`src/rtl/gps_channel_scheduler.sv`:
```
// GPS emulator configuration controller: host writes land in a shadow bank that is
// committed atomically to the active outputs on a code-epoch boundary.
module gps_channel_scheduler #(
    parameter int NSAT      = 4,
    parameter int EPOCH_LEN = 4000,
    parameter int SAT_W     = 2
) (
    input  logic                 clk,
    input  logic                 rst_n,
    input  logic                 run,
    input  logic                 cfg_valid,
    output logic                 cfg_ready,
    input  logic [1:0]           cfg_field,
    input  logic [SAT_W-1:0]     cfg_sat,
    input  logic [31:0]          cfg_data,
    input  logic                 commit,
    output logic                 cfg_err,
    output logic                 commit_done,
    output logic                 epoch_tick,
    output logic                 enable,
    output logic [32*NSAT-1:0]   freq,
    output logic [16*NSAT-1:0]   gain,
    output logic [6*NSAT-1:0]    ca_sel,
    output logic [15:0]          noise_gain
);
    localparam int CNT_W = $clog2(EPOCH_LEN);
    localparam logic [CNT_W-1:0] LAST = CNT_W'(EPOCH_LEN - 1);

    typedef enum logic {S_IDLE, S_PENDING} state_t;

    state_t                  r_state;
    logic [CNT_W-1:0]        r_cnt;
    logic [NSAT-1:0][31:0]   r_sh_freq, r_freq;
    logic [NSAT-1:0][15:0]   r_sh_gain, r_gain;
    logic [NSAT-1:0][5:0]    r_sh_ca, r_ca;
    logic [15:0]             r_sh_noise, r_noise;

    logic                    w_accept;
    logic                    w_sat_ok;
    logic                    w_bad;
    logic                    w_apply;
    logic [CNT_W-1:0]        w_cnt_nxt;

    assign w_accept  = cfg_valid & cfg_ready;
    assign w_sat_ok  = (32'(cfg_sat) < NSAT);
    assign w_bad     = (cfg_field != 2'd3) &&
                       (!w_sat_ok || ((cfg_field == 2'd2) && (cfg_data[5:0] > 6'd35)));
    // Pending commit lands at the end of the tick cycle, or at once if the emulator is stopped.
    assign w_apply   = (r_state == S_PENDING) && (!run || epoch_tick);
    // Count only once enable has followed run, so the first epoch starts at 0 on the rising edge.
    assign w_cnt_nxt = (run && enable) ? ((r_cnt == LAST) ? '0 : r_cnt + 1'b1) : '0;

    assign freq       = r_freq;
    assign gain       = r_gain;
    assign ca_sel     = r_ca;
    assign noise_gain = r_noise;

    always_ff @(posedge clk or negedge rst_n) begin
        if (!rst_n) begin
            r_cnt      <= '0;
            enable     <= 1'b0;
            epoch_tick <= 1'b0;
        end else begin
            r_cnt      <= w_cnt_nxt;
            enable     <= run;
            epoch_tick <= (w_cnt_nxt == LAST);
        end
    end

    always_ff @(posedge clk or negedge rst_n) begin
        if (!rst_n) begin
            r_state     <= S_IDLE;
            cfg_ready   <= 1'b0;
            cfg_err     <= 1'b0;
            commit_done <= 1'b0;
            r_sh_noise  <= '0;
            r_noise     <= '0;
            for (int i = 0; i < NSAT; i++) begin
                r_sh_freq[i] <= '0;
                r_freq[i]    <= '0;
                r_sh_gain[i] <= '0;
                r_gain[i]    <= '0;
                r_sh_ca[i]   <= 6'(i);
                r_ca[i]      <= 6'(i);
            end
        end else begin
            cfg_err     <= w_accept && w_bad;
            commit_done <= w_apply;

            if (w_accept && !w_bad) begin
                if (cfg_field == 2'd3) begin
                    r_sh_noise <= cfg_data[15:0];
                end
                for (int i = 0; i < NSAT; i++) begin
                    if (32'(cfg_sat) == i) begin
                        case (cfg_field)
                            2'd0:    r_sh_freq[i] <= cfg_data;
                            2'd1:    r_sh_gain[i] <= cfg_data[15:0];
                            2'd2:    r_sh_ca[i]   <= cfg_data[5:0];
                            default: ;
                        endcase
                    end
                end
            end

            case (r_state)
                S_IDLE: begin
                    if (commit) begin
                        r_state   <= S_PENDING;
                        cfg_ready <= 1'b0;
                    end else begin
                        cfg_ready <= 1'b1;
                    end
                end
                S_PENDING: begin
                    if (w_apply) begin
                        r_state   <= S_IDLE;
                        cfg_ready <= 1'b1;
                        r_freq    <= r_sh_freq;
                        r_gain    <= r_sh_gain;
                        r_ca      <= r_sh_ca;
                        r_noise   <= r_sh_noise;
                    end
                end
                default: r_state <= S_IDLE;
            endcase
        end
    end
endmodule

```
`config.mk`:
```
export PLATFORM = sky130hd
export DESIGN_NAME = gps_channel_scheduler
export DESIGN_NICKNAME = d
export VERILOG_FILES = /design/src/rtl/gps_channel_scheduler.sv
export SDC_FILE = /design/constraint.sdc
export NUM_CORES = 1
export LEC_CHECK = 0
export ABC_AREA = 0
export BUFFER_PORTS_ARGS = -buffer_cell sky130_fd_sc_hd__buf_4
export CAP_MARGIN = 25
export CORE_ASPECT_RATIO = 1.5
export CORE_MARGIN = 3
export CORE_UTILIZATION = 30
export CTS_CLUSTER_DIAMETER = 60
export CTS_CLUSTER_SIZE = 24
export DETAILED_ROUTE_END_ITERATION = 16
export PLACE_DENSITY = 0.52
export SLEW_MARGIN = 20
export SYNTH_ARGS = -nofsm -noshare
export SYNTH_HDL_FRONTEND = slang
export SYNTH_SLANG_ARGS = --single-unit
```
`constraint.sdc`:
```
create_clock -name clk -period 2 [get_ports clk]
set_input_delay 0.1 -clock clk [delete_from_list [all_inputs] [get_ports clk]]
set_output_delay 0.1 -clock clk [all_outputs]
set_load 0.1 [all_outputs]
```
==> results.toml, run 1 <==
[status]
status = "complete, no violations"

[sta]
rsz0062_at_grt = "no"
final.setup.tns_ns = 0
min_period_ns = 1.90
slew_headroom_pct = 61.6
fin_worst_skew_ns = 0.0156
fmax_mhz = 526
fin_hold_ws_ns = 0.0757
finalCritPeriodShare_pct = 95.1
maxSlewViolCount = 0
tightest_slew_ns = 0.573
setup_violations = 0
final.setup.worst_slack_ns = 0.0987
hold_viol = 0

[routing]
drt-total-wl_um = 50400
first_pass_iters = 5
postRouteAntennaNets = 0
wl_per_cell_um = 18.7
drc_errors = 0
avgViaCountPerCell = 4.53
vias = 12200
drt_iter0_markers = 588

[synth]
syn-num-nets = 1614
yosys_warnings = 0
synth_cell_types = 44
synth_top_area_cell = "dfrtp_1"
avgSynthCellArea_um2 = 11.7
ys_seq_elements = 482
synthesis.area_mm2 = 0.0184
seq_area_frac_synth_pct = 65.6
synth_cells = 1572
synth_area_leaders = "dfrtp_1 (64%), nand2_1 (14%), mux2_2 (10%), mux2_4 (4.9%), dfstp_2 (1.1%)"
yosysTopAreaCellShare_pct = 64.5

[floorplanning]
core_area_mm2 = 0.0604
die_w_um = 208
die_h_um = 309
start_util_pct = 30.5
ios = 278
die_area_mm2 = 0.0644
rows = 110

[setup_path]
worstReg2RegStart = "cfg_ready$_DFFE_PN0P_"
reg2reg_slack_ns = 0.1
cp_max_fo = 32
critical_path_arrival_ns = 2.39
path_class = "register to register"
critPathLaunchType = "register"
endpoint_kind = "register"
r2r-end = "r_sh_freq[68]$_DFFE_PN0P_"
worstPathRequired_ns = 2.49
worstRegToRegCells = 4
cp-startpoint = "cfg_ready$_DFFE_PN0P_"

[clock_network]
clock-sinks = 482
clock_path_buffers = 3
cts_buffers = 31
clockRootBuffer = "clkbuf_16"
cts_max_level = 1
clk_pin_slew_ns = 0.09
cts_setup_buffers = 0
cts_tree = "done"
clk-insertion-delay-late_ns = 0.61

[cells_and_area]
num_antenna_cells = 0
fin_area_mm2 = 0.0232
n_fill_cell = 5907
area_growth_pct = 26.1
drive_above_1_share_pct = 32.8
fin_nets = 1930

[worst_hold_path]
hold_path_end = "r_sh_ca[14]$_DFFE_PN0P_"
hold_class = "input port to register"
hold_depth = 3
min_from = "cfg_data[2]"

[place]
dp_hpwl_um = 33300
portBuffers = 277
gp_congestion = 0.746
placed_area_mm2 = 0.0217
pre_cts_ws_ns = 0.126

[power]
cellLeakagePower_nw = 11.9
vdd_drop_max_mv = 1.09
power.density_mw_per_mm2 = 1660

[global_routing]
grt_overflow = 0
grt_max_degree = 80
grt_pass1_wl_um = 78300
first_global_vias = 12900
antenna_found_initial = 2
grtUsageTotal_pct = 15.4

[run]
cap_viol_max_count = 0
[Yosys cell counts (all sizes together)]
cell and count:
nand2 705, or3b 1, nor2b 1, dfstp 8
o311ai 1, and4b 1, nor2 17, mux2i 1
nor4b 1, xnor2 4, and4 1, nor3 7
o21ba 1, a311oi 1, nand4 4, buf 21
dfrtp 474, or4 3, o2111ai 1, nand4b 2
clkbuf 57, nand3b 1, nor4 2, o21ai 4
xor2 2, mux2 232, o21a 1, ha 1
a21oi 2, inv 4, nand2b 4, a41oi 1
or3 2, nand3 4
[critical path, stage by stage (launching register included)]
cell	delay (ns)
dfrtp_4	0.45
nand2_1	0.08
or4_2	0.66
buf_12	0.21
mux2_4	0.33
[kinds of logic after synthesis]
family                   share of synthesized area (%)
AO/OA/AOI/OAI                                    0.544
flip-flops                                        65.6
adder cells (fa/ha/maj)                         0.0680
multiplexers                                      15.5
buffers and inverters                             2.00
AND/OR/NAND/NOR                                   16.0
XOR/XNOR                                         0.286
[cell type report]
cell class	instances	area, um2	share of cell area, %
repair buffers	361	3030	13.1
clock inverters	22	324	1.40
well taps	784	981	4.23
flip-flops and latches	482	12100	52.0
clock buffers	33	783	3.38
inverters	4	22.5	0.0970
multi-input cells	1008	5990	25.8
[metal layers]
layer,up-vias,global-route usage [%],share of wire [%]
li1,5651,-,-
met1,6259,20.0,43
met2,258,27.9,51
met3,43,1.72,3.7
met4,0,3.33,1.8
met5,-,0,0
[state kept, by name (all words and copies together) (netlist names), 16 cells and up]
register and cells:
r_sh_freq 128, r_sh_ca 24, gain 64, ca_sel 24, r_sh_noise 16, freq 128
r_sh_gain 64, noise_gain 16
[placed cells by master, fill, tap and decap left out, drive strengths merged, types with 2 or more instances in the layout]
master and count:
nand2 705, dfrtp 474, buf 321, mux2 232, dlygate4sd3 40, clkbuf 33, nor2 17, inv 14
dfstp 8, nor3 7, clkinv 6, nand3 4, nand4 4, xnor2 4, nand2b 4, o21ai 4
bufinv 3, clkinvlp 3, or4 3, or3 2, a21oi 2, xor2 2, nand4b 2, nor4 2
[how the worst max path moves through the flow]
| stage | to | slack [ns] | cells after the start |
|---|---|---|---|
| after floorplan | r_sh_freq[34]$_DFFE_PN0P_ | 0.02 | 5 |
| after global placement | r_sh_ca[21]$_DFFE_PN0P_ | 0.12 | 5 |
| after detailed placement | r_sh_freq[73]$_DFFE_PN0P_ | 0.13 | 4 |
| after CTS | r_sh_freq[68]$_DFFE_PN0P_ | 0.11 | 4 |
| after global routing | r_sh_freq[36]$_DFFE_PN0P_ | 0.04 | 4 |
| final | r_sh_freq[68]$_DFFE_PN0P_ | 0.1 | 4 |
[what timing repair did]
action                                 in CTS  in global routing
endpoints found under the hold margin     686                  0
hold buffers                               40                  0
setup endpoints to repair                   0                  1
gates resized for setup                     0                  1
[where the power goes]
part / switching [W] / total, W / internal (W)
Combinational: 0.0134 / 0.0171 / 0.00371
Sequential: 0.00172 / 0.0142 / 0.0125
Clock: 0.00379 / 0.00722 / 0.00343
Total: 0.0189 / 0.0385 / 0.0196
[per-stage QoR]
stage	util, %	std cells	power [W]
2_1_floorplan	-	1572	0.0272
3_3_place_gp	35.9	2599	0.0314
3_5_place_dp	35.9	2599	0.0316
4_1_cts	38.4	2694	0.0390
5_1_grt	38.4	2694	0.0402
6_report	38.4	2694	0.0385
No activity file was read; power rests on OpenSTA's default activity.
==> inputs of run 2 (changes only) <==
Settings changed: CORE_UTILIZATION 30 to 57, PLACE_DENSITY 0.52 to 0.85.
==> run 2 against run 1 <==
Compared with the run above:
- cell area fell by 3.8%
- critical path type unchanged
- die area shrank 46%
- register-to-register slack improved by 0.02 ns
- cell count shrank 15%
- hold slack lost 0.036 ns
- via count up 2.4%
- clock-buffer cell count is the same
- non-clock buffer count shrank 5
- utilization increased by 32 points
- routed wire length decreased by 11%
- clock skew fell by 0.0064 ns
==> results.toml, run 2 (synthesis results as in run 1) <==
[cells_and_area]
n_fill_cell = 2108
num_antenna_cells = 0
area_growth_pct = 21.3
mostFrequentLayoutCell = "nand2_1"
fin_area_mm2 = 0.0223
drive_above_1_share_pct = 31.7
fin_nets = 1918
final_cell_mix = "nand2_1 (702), dfrtp_1 (472), buf_4 (294), mux2_2 (170), mux2_4 (60)"

[clock_network]
cts_tree = "done"
clk_pin_slew_ns = 0.09
clock_path_buffers = 3
clock-sinks = 482
cts_max_level = 1
clockRootBuffer = "clkbuf_16"
cts_buffers = 24
clk-insertion-delay-late_ns = 0.55

[routing]
drt_iter0_markers = 806
drc_errors = 0
postRouteAntennaNets = 0
avgViaCountPerCell = 5.44
vias = 12500
wl_per_cell_um = 19.6
drt-total-wl_um = 45000
first_pass_iters = 5

[global_routing]
first_global_vias = 13200
grt_pass1_wl_um = 71300
grt_max_degree = 125
grtUsageTotal_pct = 25.7
antenna_found_initial = 0
grt_overflow = 0

[sta]
slew_headroom_pct = 57.6
maxSlewViolCount = 0
min_period_ns = 1.89
hold_viol = 0
tightest_slew_ns = 0.636
final.setup.tns_ns = 0
fin_worst_skew_ns = 0.00925
fmax_mhz = 530
rsz0062_at_grt = "no"
finalCritPeriodShare_pct = 94.3
setup_violations = 0

[setup_path]
cpPeakStageDelay_ns = 0.67
worstPathRequired_ns = 2.44
endpoint_kind = "register"
worstReg2RegStart = "cfg_ready$_DFFE_PN0P_"
cp_max_fo = 32
cp_slowest_cell = "or4_2"
critPathLaunchType = "register"
reg2reg_slack_ns = 0.11
worstRegToRegCells = 4
worstSetupEndpoint = "r_sh_freq[69]$_DFFE_PN0P_"
cp-startpoint = "cfg_ready$_DFFE_PN0P_"
critical_path_arrival_ns = 2.33
r2r-end = "r_sh_freq[69]$_DFFE_PN0P_"
crit_path_cell_trace = "nand2_2 > or4_2 > buf_12 > mux2_4"
path_class = "register to register"

[place]
gp_congestion = 0.844
portBuffers = 277
dp_hpwl_um = 29900
placed_area_mm2 = 0.0212

[floorplanning]
die_h_um = 226
rows = 80
start_util_pct = 57.8
die_w_um = 153
die_area_mm2 = 0.0345
core_area_mm2 = 0.0318
ios = 278

[status]
status = "complete, no violations"

[worst_hold_path]
hold_class = "input port to async pin"

[power]
cellLeakagePower_nw = 11.7
vdd_drop_max_mv = 1.35
power.density_mw_per_mm2 = 1650

[run]
cap_viol_max_count = 0
run 2: cell count changes in the layout (fill, tap and decap cells not counted), sizes merged:
cell	previous run	this run
dlygate4sd3	40	41
clkinv	6	2
clkinvlp	3	1
buf	321	315
bufinv	3	0
inv	14	5
run 2: critical path: cells and delay by family, from the launching register on:
family                 cells  cell delay, ns
AND/OR/NAND/NOR            2            0.76
flip-flops                 1            0.43
multiplexers               1            0.33
buffers and inverters      1            0.23
run 2: worst min-delay path by stage:
| stage | end | from | cells past startpoint | slack, ns |
|---|---|---|---|---|
| floorplan | ca_sel[0]$_DFFE_PN0P_ | rst_n | 0 | -0.20 |
| global placement | freq[101]$_DFFE_PN0P_ | rst_n | 1 | 0.03 |
| detailed placement | freq[101]$_DFFE_PN0P_ | rst_n | 1 | 0.03 |
| CTS | freq[101]$_DFFE_PN0P_ | rst_n | 2 | 0.03 |
| global route | freq[101]$_DFFE_PN0P_ | rst_n | 2 | 0.05 |
| finish | freq[101]$_DFFE_PN0P_ | rst_n | 2 | 0.04 |
run 2: stage by stage:
step | power [W] | hold WS (ns) | setup WS, ns | utilization (%) | instances
3_5_place_dp | 0.0315 | 0.0324 | 0.0827 | 66.7 | 2219
3_3_place_gp | 0.0311 | 0.0286 | 0.126 | 66.7 | 2219
6_report | 0.0368 | 0.0395 | 0.115 | 70.1 | 2297
5_1_grt | 0.0381 | 0.0537 | 0.0703 | 70.1 | 2297
2_1_floorplan | 0.0272 | -0.196 | 0.0244 | - | 1572
4_1_cts | 0.0369 | 0.0256 | 0.0721 | 70.1 | 2297
run 2: final cells by class:
type / instances / area, um2 / area share, %
flip-flops and latches: 482 / 12100 / 54.1
clock buffers: 33 / 666 / 2.98
inverters: 4 / 22.5 / 0.101
well taps: 410 / 513 / 2.30
multi-input cells: 1008 / 5990 / 26.8
clock inverters: 4 / 26.3 / 0.118
repair buffers: 356 / 3030 / 13.6
run 2: power by group:
part / leakage [nW] / switching (W) / internal, W
Combinational: 5.30 / 0.0135 / 0.00371
Clock: 0.336 / 0.00299 / 0.00235
Sequential: 6.10 / 0.00179 / 0.0125
Total: 11.7 / 0.0182 / 0.0185
run 2: routing by layer:
layer	part of all wire, %	up-vias	wire length [um]	GRT usage (%)
met5	0	-	0	0
met4	3.5	0	1560	9.20
met3	5.5	92	2490	3.95
met2	53	414	23600	45.8
met1	38	6378	17300	32.1
li1	-	5619	-	-
run 2: timing repair:
action	in CTS	in global routing
resized for setup	0	1
setup buffers	0	0
hold buffers	41	0
setup endpoints to repair	0	3
endpoints found under the hold margin	625	0
==> inputs of run 3 (changes only) <==
Settings changed: CORE_MARGIN 3 to 2, CTS_CLUSTER_SIZE 24 to unset.
==> run 3 against run 2 <==
Compared with the run above:
- sequential share of layout area decreased by 1.9 points
- setup slack got worse by 0.048 ns
- cell count increased by 1.8%
- hold slack improved by 0.046 ns
- critical path depth unchanged
- critical endpoint is now r_sh_freq[50]$_DFFE_PN0P_
- largest cell class unchanged
==> results.toml, run 3 (synthesis results as in run 1) <==
[sta]
setup_violations = 0
rsz0062_at_grt = "no"
slew_headroom_pct = 58.3
fmax_mhz = 517
maxSlewViolCount = 0
hold_viol = 0
finalCritPeriodShare_pct = 96.7
min_period_ns = 1.93
fin_hold_ws_ns = 0.0860
final.setup.tns_ns = 0
fin_worst_skew_ns = 0.0105
tightest_slew_ns = 0.626

[place]
placed_cells = 2221
portBuffers = 277
placed_area_mm2 = 0.0212
gp_congestion = 0.798
dp_hpwl_um = 29300

[floorplanning]
die_area_mm2 = 0.0338
start_util_pct = 57.8
die_w_um = 151
die_h_um = 224
ios = 278
core_area_mm2 = 0.0318
rows = 80

[global_routing]
first_global_vias = 13600
antenna_found_initial = 0
grt-busiest-layer = "met2"
gr-usage-met3_pct = 4.87
grt_max_degree = 118
grtUsageMet1_pct = 34.8
grt_overflow = 0
grt_pass1_wl_um = 74000
grtUsageTotal_pct = 28.4
use_met2_pct = 49.4

[cells_and_area]
instances_no_fill = 2338
fin_nets = 1937
num_antenna_cells = 0
fin_area_mm2 = 0.0231
mostFrequentLayoutCell = "nand2_1"
final_cell_mix = "nand2_1 (703), dfrtp_1 (472), buf_4 (295), mux2_2 (170), mux2_4 (60)"
area_growth_pct = 25.7
drive_above_1_share_pct = 33.1

[routing]
wl_per_cell_um = 20.0
avgViaCountPerCell = 5.47
drt_iter0_markers = 838
vias = 12800
drt-total-wl_um = 46900
drc_errors = 0
first_pass_iters = 5
postRouteAntennaNets = 0

[power]
combPwrFrac_pct = 42.9
p_seq_share_pct = 35.5
p_int_w = 0.0213
power.density_mw_per_mm2 = 1740
netSwitchingPower_w = 0.0190
cellLeakagePower_nw = 12.1
clkPwrFrac_pct = 21.5
vdd_drop_max_mv = 1.63
power.share.switching_pct = 47.1

[worst_hold_path]
hold_class = "input port to async pin"

[setup_path]
endpoint_kind = "register"
reg2reg_slack_ns = 0.07
critical_path_arrival_ns = 2.36
path_delay_family = "simple AND/OR/NAND/NOR gates"
cp_max_fo = 32
path_class = "register to register"
crit_buf_inv = 1
path_depth = 4
cp_slowest_cell = "or4_2"
critPathLaunchType = "register"
worstRegToRegCells = 4
worstPathRequired_ns = 2.43
cpPeakStageDelay_ns = 0.67
crit_path_cell_trace = "nand2_1 > or4_2 > buf_12 > mux2_4"

[clock_network]
cts_tree = "done"
cts_max_level = 2
clk-insertion-delay-late_ns = 0.55
clockRootBuffer = "clkbuf_16"
clock-sinks = 482
post_cts_resized = 0
cts_buffers = 42
clock_path_buffers = 3
clk_pin_slew_ns = 0.07

[run]
cap_viol_max_count = 0

[status]
status = "complete, no violations"
==> run 3: cell count changes in the layout (fill, tap and decap cells not counted), moves of 4 or more <==
cell,before,now
clkbuf_16,25,45
clkbuf_8,1,11
bufinv_16,0,4
clkinv_2,2,6
==> run 3: per-layer routing <==
metal | part of all wire, % | wire length [um] | vias up
li1 | - | - | 5685
met1 | 38 | 17800 | 6530
met2 | 53 | 24700 | 455
met3 | 5.3 | 2460 | 127
met4 | 4.0 | 1880 | 0
met5 | 0 | 0 | -
==> run 3: worst register-to-register path, stage by stage, from the launching register on <==
cell and delay, ns:
dfrtp_4 0.41, nand2_1 0.13, or4_2 0.68, buf_12 0.21, mux2_4 0.40
==> run 3: cell type report <==
| class | instances | area, um2 |
|---|---|---|
| Clock inverter | 13 | 175 |
| Clock buffer | 64 | 1310 |
| Tap cell | 410 | 513 |
| Timing Repair Buffer | 357 | 3050 |
| Sequential cell | 482 | 12100 |
| Inverter | 4 | 20.0 |
| Multi-Input combinational cell | 1008 | 5980 |
| Fill cell | 1993 | 8700 |
==> run 3: stage by stage <==
stage	utilization (%)	worst slack (ns)	power, W
2_1_floorplan	-	0.0244	0.0272
3_5_place_dp	66.7	0.0852	0.0315
5_1_grt	72.7	0.0522	0.0415
4_1_cts	72.7	0.0787	0.0403
6_report	72.7	0.0665	0.0402
3_3_place_gp	66.7	0.130	0.0310
==> run 3: worst paths after layout <==
kind	startpoint	endpoint
setup / recovery	cfg_ready$_DFFE_PN0P_	r_sh_freq[50]$_DFFE_PN0P_
hold / removal	rst_n	ca_sel[11]$_DFFE_PN0P_
setup reg to reg	cfg_ready$_DFFE_PN0P_	r_sh_freq[50]$_DFFE_PN0P_
hold reg to reg	r_sh_freq[10]$_DFFE_PN0P_	freq[10]$_DFFE_PN0P_
max in group asynchronous	rst_n	gain[7]$_DFFE_PN0P_
min in group clk	run	enable$_DFF_PN0_
==> run 3: timing repair <==
item,CTS,global route
hold buffers,40,0
hold endpoints to repair,515,0
buffers inserted,0,0
==> run 3: power by group through the flow <==
| stage | registers (W) | logic [W] | clock network [W] |
|---|---|---|---|
| final | 0.0143 | 0.0173 | 0.00865 |
| after global routing | 0.0145 | 0.0179 | 0.00913 |
| after CTS | 0.0142 | 0.0173 | 0.00875 |
| after detailed placement | 0.0143 | 0.0172 | 0 |
| after global placement | 0.0142 | 0.0169 | 0 |
| after floorplan | 0.0245 | 0.00274 | 0 |
